==> src/rtl/super_pkg.sv <==
// Shared types and constants for the super-scalar core's ALU issue path.
package super_pkg;

    localparam int NPendDefault = 3;

    typedef struct packed {
        logic [1:0] valid;
        logic [4:0] rd0;
        logic [4:0] rd1;
    } waw_act_t;

endpackage

==> src/rtl/alupl_sb_cnt.sv <==
// One scoreboard entry: count of in-flight writes to a single architectural
// register, with two increment and two decrement requests per cycle.
module alupl_sb_cnt
    import super_pkg::*;
#(
    parameter int NPend = NPendDefault
) (
    input  logic             clk_i,
    input  logic             rst_ni,
    input  logic             flush_i,
    input  logic [1:0]       inc_i,
    input  logic [1:0]       dec_i,
    output logic [NPend-1:0] cnt_o,
    output logic             sat_o
);

    localparam int CntMax = (1 << NPend) - 1;

    logic [NPend-1:0] cnt_q;
    logic [NPend-1:0] cnt_d;
    logic             underflow;
    int               sum;

    // NOTE: every variable written here gets a default first, so no latch is inferred.
    always_comb begin
        sum       = int'(cnt_q) + int'(inc_i[0]) + int'(inc_i[1])
                  - int'(dec_i[0]) - int'(dec_i[1]);
        underflow = 1'b0;
        cnt_d     = NPend'(sum);
        if (sum < 0) begin
            underflow = 1'b1;
            cnt_d     = '0;
        end else if (sum > CntMax) begin
            cnt_d = NPend'(CntMax);
        end
    end

    // NOTE: the scoreboard gates issue, so every counter is reset like any other
    // control flop rather than treated as uninitialised storage; sequential state
    // uses non-blocking assignments so all counters sample pre-edge values.
    always_ff @(posedge clk_i or negedge rst_ni) begin
        if (!rst_ni) begin
            cnt_q <= '0;
        end else if (flush_i) begin
            cnt_q <= '0;
        end else begin
            cnt_q <= cnt_d;
        end
    end

    assign cnt_o = cnt_q;
    assign sat_o = (cnt_q == NPend'(CntMax));

    // A commit without a matching in-flight write means the issuer/commit protocol broke.
    assert property (@(posedge clk_i) disable iff (!rst_ni || flush_i) !underflow);

endmodule

==> src/rtl/alupl_issue_sched.sv <==
// Dual-slot in-order issue scheduler for the two ALU pipelines with a RAW/WAW
// scoreboard. Define ALUPL_SCHED_RR_EN for round-robin pipeline steering.
module alupl_issue_sched
    import super_pkg::*;
#(
    parameter int NPend = NPendDefault
) (
    input  logic            clk_i,
    input  logic            rst_ni,
    input  logic            flush_i,
    input  logic [1:0]      slot_valid_i,
    input  logic [1:0]      slot_rf_we_i,
    input  logic [1:0][4:0] slot_rd_i,
    input  logic [1:0][4:0] slot_rs1_i,
    input  logic [1:0][4:0] slot_rs2_i,
    input  logic [1:0][1:0] slot_rs_used_i,
    output logic [1:0]      slot_accept_o,
    input  logic [1:0]      pl_rdy_i,
    output logic [1:0]      pl_valid_o,
    output logic [1:0]      pl_src_o,
    input  logic [1:0][31:0] fwd_act_i,
    input  logic [1:0]      cmt_we_i,
    input  logic [1:0][4:0] cmt_waddr_i,
    output waw_act_t        waw_act_o
);

    localparam int CntMax = (1 << NPend) - 1;

    logic [31:0] pend_nz;
    logic [31:0] pend_sat;
    logic [31:0] pend_hi;
    logic [31:0] fwd_any;
    logic [1:0]  wr;
    logic [1:0]  raw_ok;
    logic [1:0]  issue;
    logic [1:0]  wr_issue;
    logic        haz1;
    logic        same_rd;
    logic        sat0;
    logic        sat1;
    logic        ptr;

    assign fwd_any  = fwd_act_i[0] | fwd_act_i[1];
    assign wr_issue = issue & wr;

    // Entry 0 has no counter: x0 never pends, which also makes it always RAW-satisfied.
    for (genvar r = 0; r < 32; r++) begin : g_sb
        if (r == 0) begin : g_zero
            assign pend_nz[r]  = 1'b0;
            assign pend_sat[r] = 1'b0;
            assign pend_hi[r]  = 1'b0;
        end else begin : g_cnt
            logic [1:0]       inc;
            logic [1:0]       dec;
            logic [NPend-1:0] cnt;
            logic             sat;

            assign inc = {wr_issue[1] && (slot_rd_i[1] == 5'(r)),
                          wr_issue[0] && (slot_rd_i[0] == 5'(r))};
            assign dec = {cmt_we_i[1] && (cmt_waddr_i[1] == 5'(r)),
                          cmt_we_i[0] && (cmt_waddr_i[0] == 5'(r))};

            alupl_sb_cnt #(
                .NPend (NPend)
            ) u_cnt (
                .clk_i   (clk_i),
                .rst_ni  (rst_ni),
                .flush_i (flush_i),
                .inc_i   (inc),
                .dec_i   (dec),
                .cnt_o   (cnt),
                .sat_o   (sat)
            );

            assign pend_nz[r]  = |cnt;
            assign pend_sat[r] = sat;
            assign pend_hi[r]  = (cnt == NPend'(CntMax - 1));
        end
    end

`ifdef ALUPL_SCHED_RR_EN
    logic ptr_q;

    always_ff @(posedge clk_i or negedge rst_ni) begin
        if (!rst_ni) begin
            ptr_q <= 1'b0;
        end else if (flush_i) begin
            ptr_q <= 1'b0;
        end else if (issue[0] ^ issue[1]) begin
            ptr_q <= ~ptr_q;
        end
    end

    assign ptr = ptr_q;
`else
    assign ptr = 1'b0;
`endif

    always_comb begin
        for (int s = 0; s < 2; s++) begin
            wr[s]     = slot_rf_we_i[s] && (slot_rd_i[s] != 5'd0);
            raw_ok[s] = (!slot_rs_used_i[s][0] || !pend_nz[slot_rs1_i[s]] || fwd_any[slot_rs1_i[s]])
                     && (!slot_rs_used_i[s][1] || !pend_nz[slot_rs2_i[s]] || fwd_any[slot_rs2_i[s]]);
        end
    end

    // Slot 1 sees slot 0's increment: a pair writing one register at max-1 would overflow it.
    always_comb begin
        haz1    = wr[0] && ((slot_rs_used_i[1][0] && (slot_rs1_i[1] == slot_rd_i[0]))
                         || (slot_rs_used_i[1][1] && (slot_rs2_i[1] == slot_rd_i[0])));
        same_rd = wr[0] && wr[1] && (slot_rd_i[0] == slot_rd_i[1]);
        sat0    = wr[0] && pend_sat[slot_rd_i[0]];
        sat1    = wr[1] && (pend_sat[slot_rd_i[1]] || (same_rd && pend_hi[slot_rd_i[1]]));

        issue    = 2'b00;
        issue[0] = !flush_i && slot_valid_i[0] && raw_ok[0] && !sat0 && pl_rdy_i[ptr];
        issue[1] = issue[0] && slot_valid_i[1] && raw_ok[1] && !haz1 && !sat1 && pl_rdy_i[!ptr];
    end

    always_comb begin
        slot_accept_o = issue;
        pl_valid_o    = 2'b00;
        pl_src_o      = 2'b00;
        waw_act_o     = '0;

        if (issue[0]) begin
            pl_valid_o[ptr] = 1'b1;
        end
        if (issue[1]) begin
            pl_valid_o[!ptr] = 1'b1;
            pl_src_o[!ptr]   = 1'b1;
        end

        if (wr_issue[0]) begin
            waw_act_o.valid[0] = pend_nz[slot_rd_i[0]];
            waw_act_o.rd0      = slot_rd_i[0];
        end
        if (wr_issue[1]) begin
            waw_act_o.valid[1] = pend_nz[slot_rd_i[1]] || same_rd;
            waw_act_o.rd1      = slot_rd_i[1];
        end
    end

endmodule
==> config.mk <==
export PLATFORM = sky130hd
export DESIGN_NAME = alupl_issue_sched
export DESIGN_NICKNAME = d
export VERILOG_FILES = /design/src/rtl/super_pkg.sv /design/src/rtl/alupl_sb_cnt.sv /design/src/rtl/alupl_issue_sched.sv
export SDC_FILE = /design/constraint.sdc
export NUM_CORES = 1
export LEC_CHECK = 0
export ABC_CLOCK_PERIOD_IN_PS = 5650
export CELL_PAD_IN_SITES_DETAIL_PLACEMENT = 1
export CELL_PAD_IN_SITES_GLOBAL_PLACEMENT = 1
export CORE_MARGIN = 2
export CORE_UTILIZATION = 45
export DETAILED_ROUTE_END_ITERATION = 10
export MAX_ROUTING_LAYER = met4
export PLACE_DENSITY_LB_ADDON = 0.1
export SLEW_MARGIN = 20
export SYNTH_ARGS = -nofsm -noshare
export SYNTH_HDL_FRONTEND = slang
export SYNTH_HIERARCHICAL = 1
export SYNTH_SLANG_ARGS = --single-unit
==> constraint.sdc <==
create_clock -name clk_i -period 5.65 [get_ports clk_i]
set_input_delay 1.13 -clock clk_i [delete_from_list [all_inputs] [get_ports clk_i]]
set_output_delay 1.13 -clock clk_i [all_outputs]
set_load 0.02 [all_outputs]
==> impl_metrics.env, run 1 <==
export IMPL_r2r_start="g_sb[6].g_cnt.u_cnt/cnt_o[2]$_DFF_PN0_"
export IMPL_cp_required_ns=5.95
export IMPL_grt_pass1_wl_um=124000
export IMPL_layout_setup_ws_ns=-0.244
export IMPL_path_clk_slew_ns=0.08
export IMPL_fp_dieW_um=206
export IMPL_nNetsFinal=3137
export IMPL_synth_top_cell_area_share=0.126
export IMPL_grt_max_degree=55
export IMPL_drcViolationCount=0
export IMPL_io_buffers=133
export IMPL_ys_seq_area_frac=0.126
export IMPL_finalClockSkew_ns=0.0223
export IMPL_overflow=0
export IMPL_max_cap_violations=0
export IMPL_crit_arrival_ns=6.20
export IMPL_numCtsBuffers=9
export IMPL_synth_nets=2663
export IMPL_async_reset_ff_frac=1.00
export IMPL_start_util=0.454
export IMPL_yosysMostFrequentCell="inv_1"
export IMPL_synth_commonest_cells="inv_1 (295), ha_1 (186), nand2_1 (146)"
export IMPL_wl_um=94200
export IMPL_worst_pin_slew_ns=0.861
export IMPL_vias_per_cell=6.62
export IMPL_hold_ws_ns=0.771
export IMPL_synth_warning_count=6
export IMPL_synth_seq_cells=93
export IMPL_core_area_sq_mm=0.0406
export IMPL_p_per_area_mw_per_mm2=426
export IMPL_violations="negative setup slack"
export IMPL_criticalPathCategory="primary input to flop"
export IMPL_drtIter0Drc=1882
export IMPL_reg2reg_depth=24
export IMPL_max_slew_margin=0.426
export IMPL_synth_area_leaders="dfrtp_1 (13%), ha_1 (13%), fa_1 (6.7%), inv_1 (6.0%), a221oi_1 (4.4%)"
export IMPL_htreeDepth=3
export IMPL_vias=21921
export IMPL_num_rows=74
export IMPL_syn_to_final_growth_pct=43.1
export IMPL_ant_nets=0
export IMPL_syn_avg_cell_area_sq_um=8.03
export IMPL_finalCritPeriodShare=1.04
export IMPL_crit_path_start_kind="primary input"
export IMPL_first_pass_iters=6
export IMPL_synthFlopType="dfrtp_1"
export IMPL_syn_inst=2296
export IMPL_rsz0062_at_grt="true"
export IMPL_grt_pass1_vias=21869
export IMPL_clkLatencyLatePin_ns=0.41
export IMPL_drive_above_1_share=0.382
export IMPL_dieArea_sq_mm=0.0426
export IMPL_track_usage=0.393
export IMPL_final_min_clock_period_ns=5.89
export IMPL_wire_per_inst_um=28.5
export IMPL_cts_root_buf="clkbuf_16"
export IMPL_die_h_um=206
export IMPL_rrSetupSlack_ns=-0.14
export IMPL_gp_congestion=1.02
export IMPL_fmaxAchievable_mhz=170
export IMPL_crit_path_end_kind="flop"
export IMPL_syn_area_sq_mm=0.0184
export IMPL_synth_edf_count=0
export IMPL_critPathMaxFanout=7
export IMPL_min_path_type="primary input to asynchronous set/reset pin"
export IMPL_largest_register_ffs=93
export IMPL_setup_viol=51
export IMPL_antenna_found_initial=0
export IMPL_p_leak_nw=10.8
export IMPL_cts_tree="built"
export IMPL_crit_start="slot_rd_i[9]"
export IMPL_ioPinCount=137
export IMPL_synthDistinctLibCells=93
export IMPL_ir_worst_vdd_uv=311
export IMPL_power_mw=11.2
export IMPL_hpwl_um=62900
export IMPL_drv_slew=0
export IMPL_clock_sinks=93
export IMPL_hold_violations=0
export IMPL_cts_max_path_buffers=2
export IMPL_status="complete, but fails checks"
export IMPL_synth_largest_area_cell="dfrtp_1"
## report_power, final
part           internal, mW  total, mW  leakage (nW)  switching [mW]
clock                 0.374      0.722         0.153           0.348
combinational          4.10       9.21          9.46            5.12
sequential            0.920       1.32          1.21           0.396
total                  5.39       11.2          10.8            5.86
## worst max-delay path, stage by stage
cell             delay [ns]
clkdlybuf4s50_1        0.60
o41ai_4                0.54
nor3_2                 0.10
buf_4                  0.16
a31oi_2                0.16
buf_4                  0.16
o2111ai_4              0.16
buf_8                  0.20
buf_12                 0.14
buf_4                  0.13
nor3b_2                0.16
inv_1                  0.10
ha_1                   0.30
inv_1                  0.06
fa_2                   0.36
fa_1                   0.54
inv_1                  0.08
ha_2                   0.21
buf_4                  0.14
o21ai_1                0.16
nand2_1                0.14
a21o_1                 0.25
a221oi_2               0.20
## cell type report
class / count / area [sq um]
fill: 4633 / 14300
clock buffer: 11 / 253
multi-input combinational: 1823 / 17200
sequential: 93 / 2330
timing repair buffer: 545 / 4760
antenna: 2 / 5.00
clock inverter: 5 / 63.8
tap: 532 / 666
inverter: 298 / 1120
## stage by stage
step / instance area (sq um) / worst slack (ns) / setup TNS, ns / utilization / instances
global route: 26400 / -0.329 / -11.41 / 0.649 / 3307
CTS: 24400 / -0.0257 / -0.0847 / 0.601 / 3277
finish: 26400 / -0.244 / -4.74 / 0.649 / 3309
global placement: 22800 / -1.03 / -82.95 / 0.562 / 3235
floorplan: 18500 / 0.00247 / 0 / - / 2296
detailed placement: 22800 / -1.25 / -100.03 / 0.562 / 3235
## placed cells by master (no fill, tap or decap), types with 35 or more instances in the layout
| cell type | Yosys | routed |
|---|---|---|
| and2b_1 | 54 | 52 |
| clkdlybuf4s50_1 | 0 | 96 |
| a221oi_2 | 1 | 78 |
| a21o_1 | 36 | 36 |
| nand4_1 | 35 | 35 |
| xnor2_1 | 66 | 50 |
| fa_2 | 0 | 38 |
| nor2_1 | 138 | 131 |
| nor2b_1 | 71 | 57 |
| buf_4 | 4 | 371 |
| xnor2_2 | 30 | 42 |
| dfrtp_1 | 93 | 93 |
| ha_1 | 186 | 139 |
| nand3_1 | 48 | 45 |
| ha_4 | 0 | 37 |
| nor3_1 | 94 | 83 |
| inv_1 | 295 | 226 |
| inv_2 | 1 | 69 |
| o21ai_1 | 32 | 40 |
| o21ai_0 | 90 | 57 |
| nor3b_2 | 34 | 35 |
| a21oi_1 | 112 | 83 |
| nand2_1 | 146 | 139 |
## cells by family after synthesis
kind of cell | synth area share
AO/OA/AOI/OAI | 0.203
multiplexers | 0.0591
buffers and inverters | 0.0831
adder cells (fa/ha/maj) | 0.193
flip-flops | 0.126
XOR/XNOR | 0.0630
other | 0.000203
AND/OR/NAND/NOR | 0.272
## final timing paths
check,to
max in group asynchronous,g_sb[29].g_cnt.u_cnt/cnt_o[0]$_DFF_PN0_
setup reg to reg,g_sb[5].g_cnt.u_cnt/cnt_o[1]$_DFF_PN0_
hold / removal,g_sb[1].g_cnt.u_cnt/cnt_o[2]$_DFF_PN0_
min in group clk_i,g_sb[15].g_cnt.u_cnt/cnt_o[2]$_DFF_PN0_
hold reg to reg,g_sb[15].g_cnt.u_cnt/cnt_o[2]$_DFF_PN0_
setup / recovery,g_sb[5].g_cnt.u_cnt/cnt_o[1]$_DFF_PN0_
## layer usage
| metal | track usage | share of wire | wire, um | vias up |
|---|---|---|---|---|
| li1 | - | - | - | 9248 |
| met1 | 0.468 | 0.36 | 33700 | 10805 |
| met2 | 0.646 | 0.47 | 44400 | 1304 |
| met3 | 0.0676 | 0.093 | 8780 | 564 |
| met4 | 0.181 | 0.077 | 7280 | 0 |
| met5 | - | 0 | 0 | - |
## repair_timing
item,in CTS,in global routing
resized for setup,238,420
cloned,7,0
buffers inserted,23,41
pin swaps,107,210
hold buffers,0,0
endpoints found under the setup margin,107,103
Note: power is estimated with default switching activity, not from simulation.
==> run 2: changes to the inputs <==
--- a/config.mk
+++ b/config.mk
@@ -5,11 +5,11 @@
 export SDC_FILE = /design/constraint.sdc
 export NUM_CORES = 1
 export LEC_CHECK = 0
-export ABC_CLOCK_PERIOD_IN_PS = 5650
+export ABC_CLOCK_PERIOD_IN_PS = 5280
 export CELL_PAD_IN_SITES_DETAIL_PLACEMENT = 1
 export CELL_PAD_IN_SITES_GLOBAL_PLACEMENT = 1
 export CORE_MARGIN = 2
-export CORE_UTILIZATION = 45
+export CORE_UTILIZATION = 42
 export DETAILED_ROUTE_END_ITERATION = 10
 export MAX_ROUTING_LAYER = met4
 export PLACE_DENSITY_LB_ADDON = 0.1
==> constraint.sdc (replaced) <==
create_clock -name clk_i -period 5.28 [get_ports clk_i]
set_input_delay 1.056 -clock clk_i [delete_from_list [all_inputs] [get_ports clk_i]]
set_output_delay 1.056 -clock clk_i [all_outputs]
set_load 0.02 [all_outputs]
==> run 2 against run 1 <==
  * The run still ends with negative setup slack left
  * Utilization is 0.90 points lower
  * Critical path depth rose by 1
  * Wire length is 0.53% lower
  * Sequential cell count unchanged
  * Power is 7.4% higher
  * Final cell count is 4.0% higher
  * Design area increased by 4.7%
  * Sequential power decreased by 6%
  * First-iteration DRC count fell by 22%
  * Via count down 0.33%
  * Critical endpoint is now g_sb[26].g_cnt.u_cnt/cnt_o[1]$_DFF_PN0_
  * Largest cell class unchanged
==> impl_metrics.env, run 2 (synthesis results as in run 1) <==
export IMPL_status="complete, but fails checks"
export IMPL_violations="negative setup slack"
export IMPL_cts_max_path_buffers=2
export IMPL_final_common_cell="buf_4"
export IMPL_place_worst_setup_slack_ns=-1.28
export IMPL_start_util=0.427
export IMPL_final_min_clock_period_ns=5.70
export IMPL_setup_viol=94
export IMPL_drive_above_1_share=0.433
export IMPL_nNetsFinal=3214
export IMPL_r2r_start="g_sb[23].g_cnt.u_cnt/cnt_o[1]$_DFF_PN0_"
export IMPL_dp_cells=3336
export IMPL_vias_per_cell=6.35
export IMPL_drcViolationCount=0
export IMPL_first_pass_iters=5
export IMPL_postPlaceCellArea_sq_mm=0.0236
export IMPL_core_area_sq_mm=0.0432
export IMPL_drv_slew=0
export IMPL_num_rows=76
export IMPL_clkLatencyLatePin_ns=0.40
export IMPL_fmaxAchievable_mhz=176
export IMPL_track_usage=0.372
export IMPL_p_leak_nw=11.6
export IMPL_clock_sinks=93
export IMPL_rrSetupSlack_ns=-0.28
export IMPL_layout_setup_ws_ns=-0.416
export IMPL_crit_path_start_kind="primary input"
export IMPL_crit_path_top_delay_cell="fa_1"
export IMPL_syn_to_final_growth_pct=49.8
export IMPL_crit_path_end_kind="flop"
export IMPL_ioPinCount=137
export IMPL_ant_nets=0
export IMPL_crit_end="g_sb[26].g_cnt.u_cnt/cnt_o[1]$_DFF_PN0_"
export IMPL_crit_start="slot_rd_i[8]"
export IMPL_layout_cells_non_filler=3440
export IMPL_wire_per_inst_um=27.2
export IMPL_path_clk_slew_ns=0.08
export IMPL_critPathMaxFanout=12
export IMPL_cts_tree="built"
export IMPL_vias=21848
export IMPL_hpwl_um=63800
export IMPL_hold_ws_ns=0.725
export IMPL_overflow=0
export IMPL_largest_register_ffs=93
export IMPL_path_cells="buf_2 > buf_4 > buf_6 > buf_6 > nand2_8 > o22ai_2 > nor4_2 > a311oi_1 > a41oi_2 > o2111ai_4 > buf_6 > buf_6 > nor4_4 > inv_1 > ha_4 > inv_2 > fa_2 > fa_1 > inv_2 > ha_4 > o21ai_1 > o21ai_0 > a21o_1 > a221oi_2"
export IMPL_drtIter0Drc=1473
export IMPL_setup_tns_ns=-21.64
export IMPL_fp_dieW_um=214
export IMPL_numCtsBuffers=9
export IMPL_htreeDepth=3
export IMPL_wl_um=93700
export IMPL_io_buffers=133
export IMPL_ir_worst_vdd_uv=339
export IMPL_stdcell_area_sq_mm=0.0276
export IMPL_finalClockSkew_ns=0.0120
export IMPL_grt_max_degree=50
export IMPL_crit_cells=24
export IMPL_cts_root_buf="clkbuf_16"
export IMPL_worst_pin_slew_ns=0.834
export IMPL_max_cap_violations=0
export IMPL_gp_congestion=0.994
export IMPL_reg2reg_depth=21
export IMPL_die_h_um=214
export IMPL_p_per_area_mw_per_mm2=437
export IMPL_reg2reg_to="g_sb[26].g_cnt.u_cnt/cnt_o[1]$_DFF_PN0_"
export IMPL_grt_pass1_vias=22290
export IMPL_final_cell_mix="buf_4 (428), inv_1 (203), nand2_1 (138)"
export IMPL_dieArea_sq_mm=0.0456
export IMPL_critical_path_buf_inv_count=9
export IMPL_antenna_found_initial=4
export IMPL_criticalPathCategory="primary input to flop"
export IMPL_max_slew_margin=0.444
export IMPL_cts_hold_buffers=0
export IMPL_hold_violations=0
export IMPL_rsz0062_at_grt="true"
export IMPL_min_path_type="primary input to asynchronous set/reset pin"
export IMPL_cp_common_cell="buf_6"
export IMPL_crit_arrival_ns=6.00
export IMPL_grt_pass1_wl_um=126000
export IMPL_finalCritPeriodShare=1.08
export IMPL_critPathTopFamily="compound AO/OA/AOI/OAI gates"
export IMPL_max_stage_delay_ns=0.60
export IMPL_cp_required_ns=5.58
## run 2: routing by layer
metal  track usage  wire length [um]  up-vias
met4         0.171              6420        0
met3        0.0696              7850      442
met1         0.438             35100    10892
met5             -                 0        -
li1              -                 -     9393
met2         0.616             44300     1121
## run 2: cell type report
type,instances,area [sq um]
Antenna cell,4,10.0
Clock buffer,10,229
Clock inverter,5,36.3
Fill cell,4936,15500
Inverter,298,1130
Multi-Input combinational cell,1823,17700
Sequential cell,93,2330
Tap cell,585,732
Timing Repair Buffer,622,5510
## run 2: worst min-delay path by stage
stage / slack [ns] / start / to
4_1_cts: 0.75 / rst_ni / g_sb[17].g_cnt.u_cnt/cnt_o[1]$_DFF_PN0_
3_3_place_gp: 0.83 / g_sb[26].g_cnt.u_cnt/cnt_o[2]$_DFF_PN0_ / g_sb[26].g_cnt.u_cnt/cnt_o[0]$_DFF_PN0_
5_1_grt: 0.78 / rst_ni / g_sb[17].g_cnt.u_cnt/cnt_o[0]$_DFF_PN0_
3_5_place_dp: 0.86 / g_sb[22].g_cnt.u_cnt/cnt_o[2]$_DFF_PN0_ / g_sb[22].g_cnt.u_cnt/cnt_o[2]$_DFF_PN0_
6_report: 0.72 / rst_ni / g_sb[17].g_cnt.u_cnt/cnt_o[1]$_DFF_PN0_
2_1_floorplan: 0.73 / g_sb[16].g_cnt.u_cnt/cnt_o[2]$_DFF_PN0_ / g_sb[16].g_cnt.u_cnt/cnt_o[0]$_DFF_PN0_
## run 2: what timing repair did
action	in CTS	in global routing
endpoints found under the setup margin	107	103
gates resized for setup	398	391
cloned	5	4
pin swaps	137	153
buffers inserted	33	49
## run 2: metrics by stage
stage	total power, mW	utilization
global placement	8.65	0.547
global route	12.8	0.640
floorplan	6.43	-
detailed placement	9.13	0.547
finish	12.1	0.640
CTS	10.5	0.590
## run 2: power by group
part	switching (mW)	total, mW	internal, mW
registers	0.251	1.24	0.987
clock network	0.350	0.669	0.319
logic	5.61	10.2	4.56
total	6.21	12.1	5.87
==> run 3: changes to the inputs <==
--- a/config.mk
+++ b/config.mk
@@ -5,11 +5,11 @@
 export SDC_FILE = /design/constraint.sdc
 export NUM_CORES = 1
 export LEC_CHECK = 0
-export ABC_CLOCK_PERIOD_IN_PS = 5280
+export ABC_CLOCK_PERIOD_IN_PS = 7400
 export CELL_PAD_IN_SITES_DETAIL_PLACEMENT = 1
 export CELL_PAD_IN_SITES_GLOBAL_PLACEMENT = 1
 export CORE_MARGIN = 2
-export CORE_UTILIZATION = 42
+export CORE_UTILIZATION = 45
 export DETAILED_ROUTE_END_ITERATION = 10
 export MAX_ROUTING_LAYER = met4
 export PLACE_DENSITY_LB_ADDON = 0.1
==> constraint.sdc (replaced) <==
create_clock -name clk_i -period 7.4 [get_ports clk_i]
set_input_delay 1.48 -clock clk_i [delete_from_list [all_inputs] [get_ports clk_i]]
set_output_delay 1.48 -clock clk_i [all_outputs]
set_load 0.02 [all_outputs]
==> run 3 against run 2 <==
  * The flow now finishes without violations
  * Final cell count fell by 14%
  * First-iteration DRC count fell by 13%
  * Clock-buffer cell count did not move
  * Sequential cell count did not move
  * Utilization fell by 13 points
  * Wire length fell by 25%
  * Critical path depth fell by 1
  * Sequential share of layout area rose by 2.7 points
  * Clock skew rose by 0.0064 ns
  * Largest cell class unchanged
==> impl_metrics.env, run 3 (synthesis results as in run 1) <==
export IMPL_cts_hold_buffers=0
export IMPL_overflow=0
export IMPL_max_stage_delay_ns=0.60
export IMPL_clkLatencyLatePin_ns=0.40
export IMPL_core_area_sq_mm=0.0406
export IMPL_cts_root_buf="clkbuf_16"
export IMPL_ioPinCount=137
export IMPL_ir_worst_vdd_uv=205
export IMPL_wire_per_inst_um=23.6
export IMPL_setup_tns_ns=0
export IMPL_criticalPathCategory="primary input to flop"
export IMPL_vias_per_cell=6.25
export IMPL_htreeDepth=3
export IMPL_layout_setup_ws_ns=0.318
export IMPL_post_cts_resized=0
export IMPL_worst_pin_slew_ns=0.981
export IMPL_critPathMaxFanout=17
export IMPL_power_mw=6.40
export IMPL_min_from="g_sb[13].g_cnt.u_cnt/cnt_o[2]$_DFF_PN0_"
export IMPL_io_buffers=133
export IMPL_rsz0062_at_grt="false"
export IMPL_hold_depth=3
export IMPL_crit_path_start_kind="primary input"
export IMPL_vias=18529
export IMPL_grt_pass1_vias=19353
export IMPL_largest_register_ffs=93
export IMPL_grt_pass1_wl_um=108000
export IMPL_max_slew_margin=0.341
export IMPL_min_to="g_sb[13].g_cnt.u_cnt/cnt_o[1]$_DFF_PN0_"
export IMPL_cts_max_path_buffers=2
export IMPL_clock_sinks=93
export IMPL_path_cells="clkdlybuf4s50_1 > buf_12 > mux4_2 > mux2i_1 > a2111oi_0 > o21ai_0 > nand3_1 > a211oi_4 > o2111ai_4 > nor4_1 > buf_4 > inv_1 > ha_1 > inv_1 > fa_1 > fa_1 > inv_1 > ha_1 > a21oi_1 > nor2_1 > a2111oi_4 > o2bb2ai_2 > a21oi_1"
export IMPL_cts_setup_buffers=0
export IMPL_final_min_clock_period_ns=7.08
export IMPL_hold_ws_ns=0.837
export IMPL_syn_to_final_growth_pct=13.5
export IMPL_start_util=0.454
export IMPL_cts_tree="built"
export IMPL_track_usage=0.339
export IMPL_cp_required_ns=7.71
export IMPL_place_worst_setup_slack_ns=-0.0208
export IMPL_dieArea_sq_mm=0.0426
export IMPL_status="finished clean"
export IMPL_crit_path_top_delay_cell="nor4_1"
export IMPL_r2r_start="g_sb[4].g_cnt.u_cnt/cnt_o[2]$_DFF_PN0_"
export IMPL_finalCritPeriodShare=0.957
export IMPL_reg2reg_to="g_sb[9].g_cnt.u_cnt/cnt_o[0]$_DFF_PN0_"
export IMPL_die_h_um=206
export IMPL_antenna_found_initial=1
export IMPL_drv_slew=0
export IMPL_fin_util=0.515
export IMPL_num_rows=74
export IMPL_path_clk_slew_ns=0.07
export IMPL_p_leak_nw=8.61
export IMPL_crit_path_end_kind="flop"
export IMPL_gp_congestion=0.957
export IMPL_grt_max_degree=52
export IMPL_hold_violations=0
export IMPL_fp_dieW_um=206
export IMPL_reg2reg_depth=21
export IMPL_min_path_type="flop to flop"
export IMPL_drtIter0Drc=1281
export IMPL_finalClockSkew_ns=0.0184
export IMPL_drcViolationCount=0
export IMPL_wl_um=70000
export IMPL_crit_arrival_ns=7.39
export IMPL_n_fill_cell=4987
export IMPL_nNetsFinal=2796
export IMPL_drive_above_1_share=0.116
export IMPL_p_per_area_mw_per_mm2=306
export IMPL_fmaxAchievable_mhz=141
export IMPL_cp_common_cell="inv_1"
export IMPL_rrSetupSlack_ns=0.81
export IMPL_final_cell_mix="inv_1 (295), ha_1 (186), nand2_1 (146)"
export IMPL_max_cap_violations=0
export IMPL_final_common_cell="inv_1"
export IMPL_numCtsBuffers=9
export IMPL_hpwl_um=56800
export IMPL_ant_nets=0
export IMPL_setup_viol=0
export IMPL_first_pass_iters=5
## run 3: cell count changes in the layout (fill, tap and decap cells not counted), moves of 41 or more
cell             delta
dlygate4sd2_1      -55
clkdlybuf4s50_1    +94
o21ai_0            +41
ha_1               +51
inv_2              -89
inv_1              +92
a221oi_1           +89
a221oi_2           -87
buf_4             -362
## run 3: worst max-delay path by stage
stage                  from                                endpoint  slack, ns  depth (start not counted)
2_1_floorplan  slot_rd_i[1]  g_sb[9].g_cnt.u_cnt/cnt_o[0]$_DFF_PN0_       1.21                         22
3_3_place_gp   slot_rd_i[1]  g_sb[9].g_cnt.u_cnt/cnt_o[0]$_DFF_PN0_      -0.02                         23
3_5_place_dp   slot_rd_i[1]  g_sb[9].g_cnt.u_cnt/cnt_o[0]$_DFF_PN0_      -0.02                         23
4_1_cts        slot_rd_i[1]  g_sb[9].g_cnt.u_cnt/cnt_o[0]$_DFF_PN0_       0.35                         23
5_1_grt        slot_rd_i[1]  g_sb[9].g_cnt.u_cnt/cnt_o[0]$_DFF_PN0_       0.11                         23
6_report       slot_rd_i[1]  g_sb[9].g_cnt.u_cnt/cnt_o[0]$_DFF_PN0_       0.32                         23
## run 3: per-layer routing
metal / global-route usage / vias up / share of wire
met5: - / - / 0
met4: 0.144 / 0 / 0.042
met3: 0.0490 / 180 / 0.063
met2: 0.559 / 628 / 0.48
met1: 0.414 / 9187 / 0.41
li1: - / 8534 / -
## run 3: area by class of cell
type                    count  area [sq um]  area share
multi-input cells        1823         14600       0.698
inverters                 298          1120      0.0534
flip-flops and latches     93          2330       0.111
repair buffers            204          1930      0.0923
clock buffers              10           229      0.0109
diodes                      1          2.50    0.000120
well taps                 532           666      0.0318
clock inverters             6          40.0     0.00191
## run 3: metrics by stage
step                area [sq um]  std cells
global route               20900       2967
global placement           20700       2950
finish                     20900       2967
detailed placement         20700       2950
CTS                        20900       2966
floorplan                  18400       2296
## run 3: report_power, final
part / internal (mW) / switching, mW
clock network: 0.228 / 0.244
registers: 0.702 / 0.366
logic: 2.14 / 2.72
total: 3.07 / 3.33
## run 3: worst max-delay path, delay by kind of cell
family	cells	cell delay [ns]
fa+ha+maj	4	1.60
compound gates	8	1.57
buf+inv	6	1.08
simple gates	3	0.92
mux	2	0.73
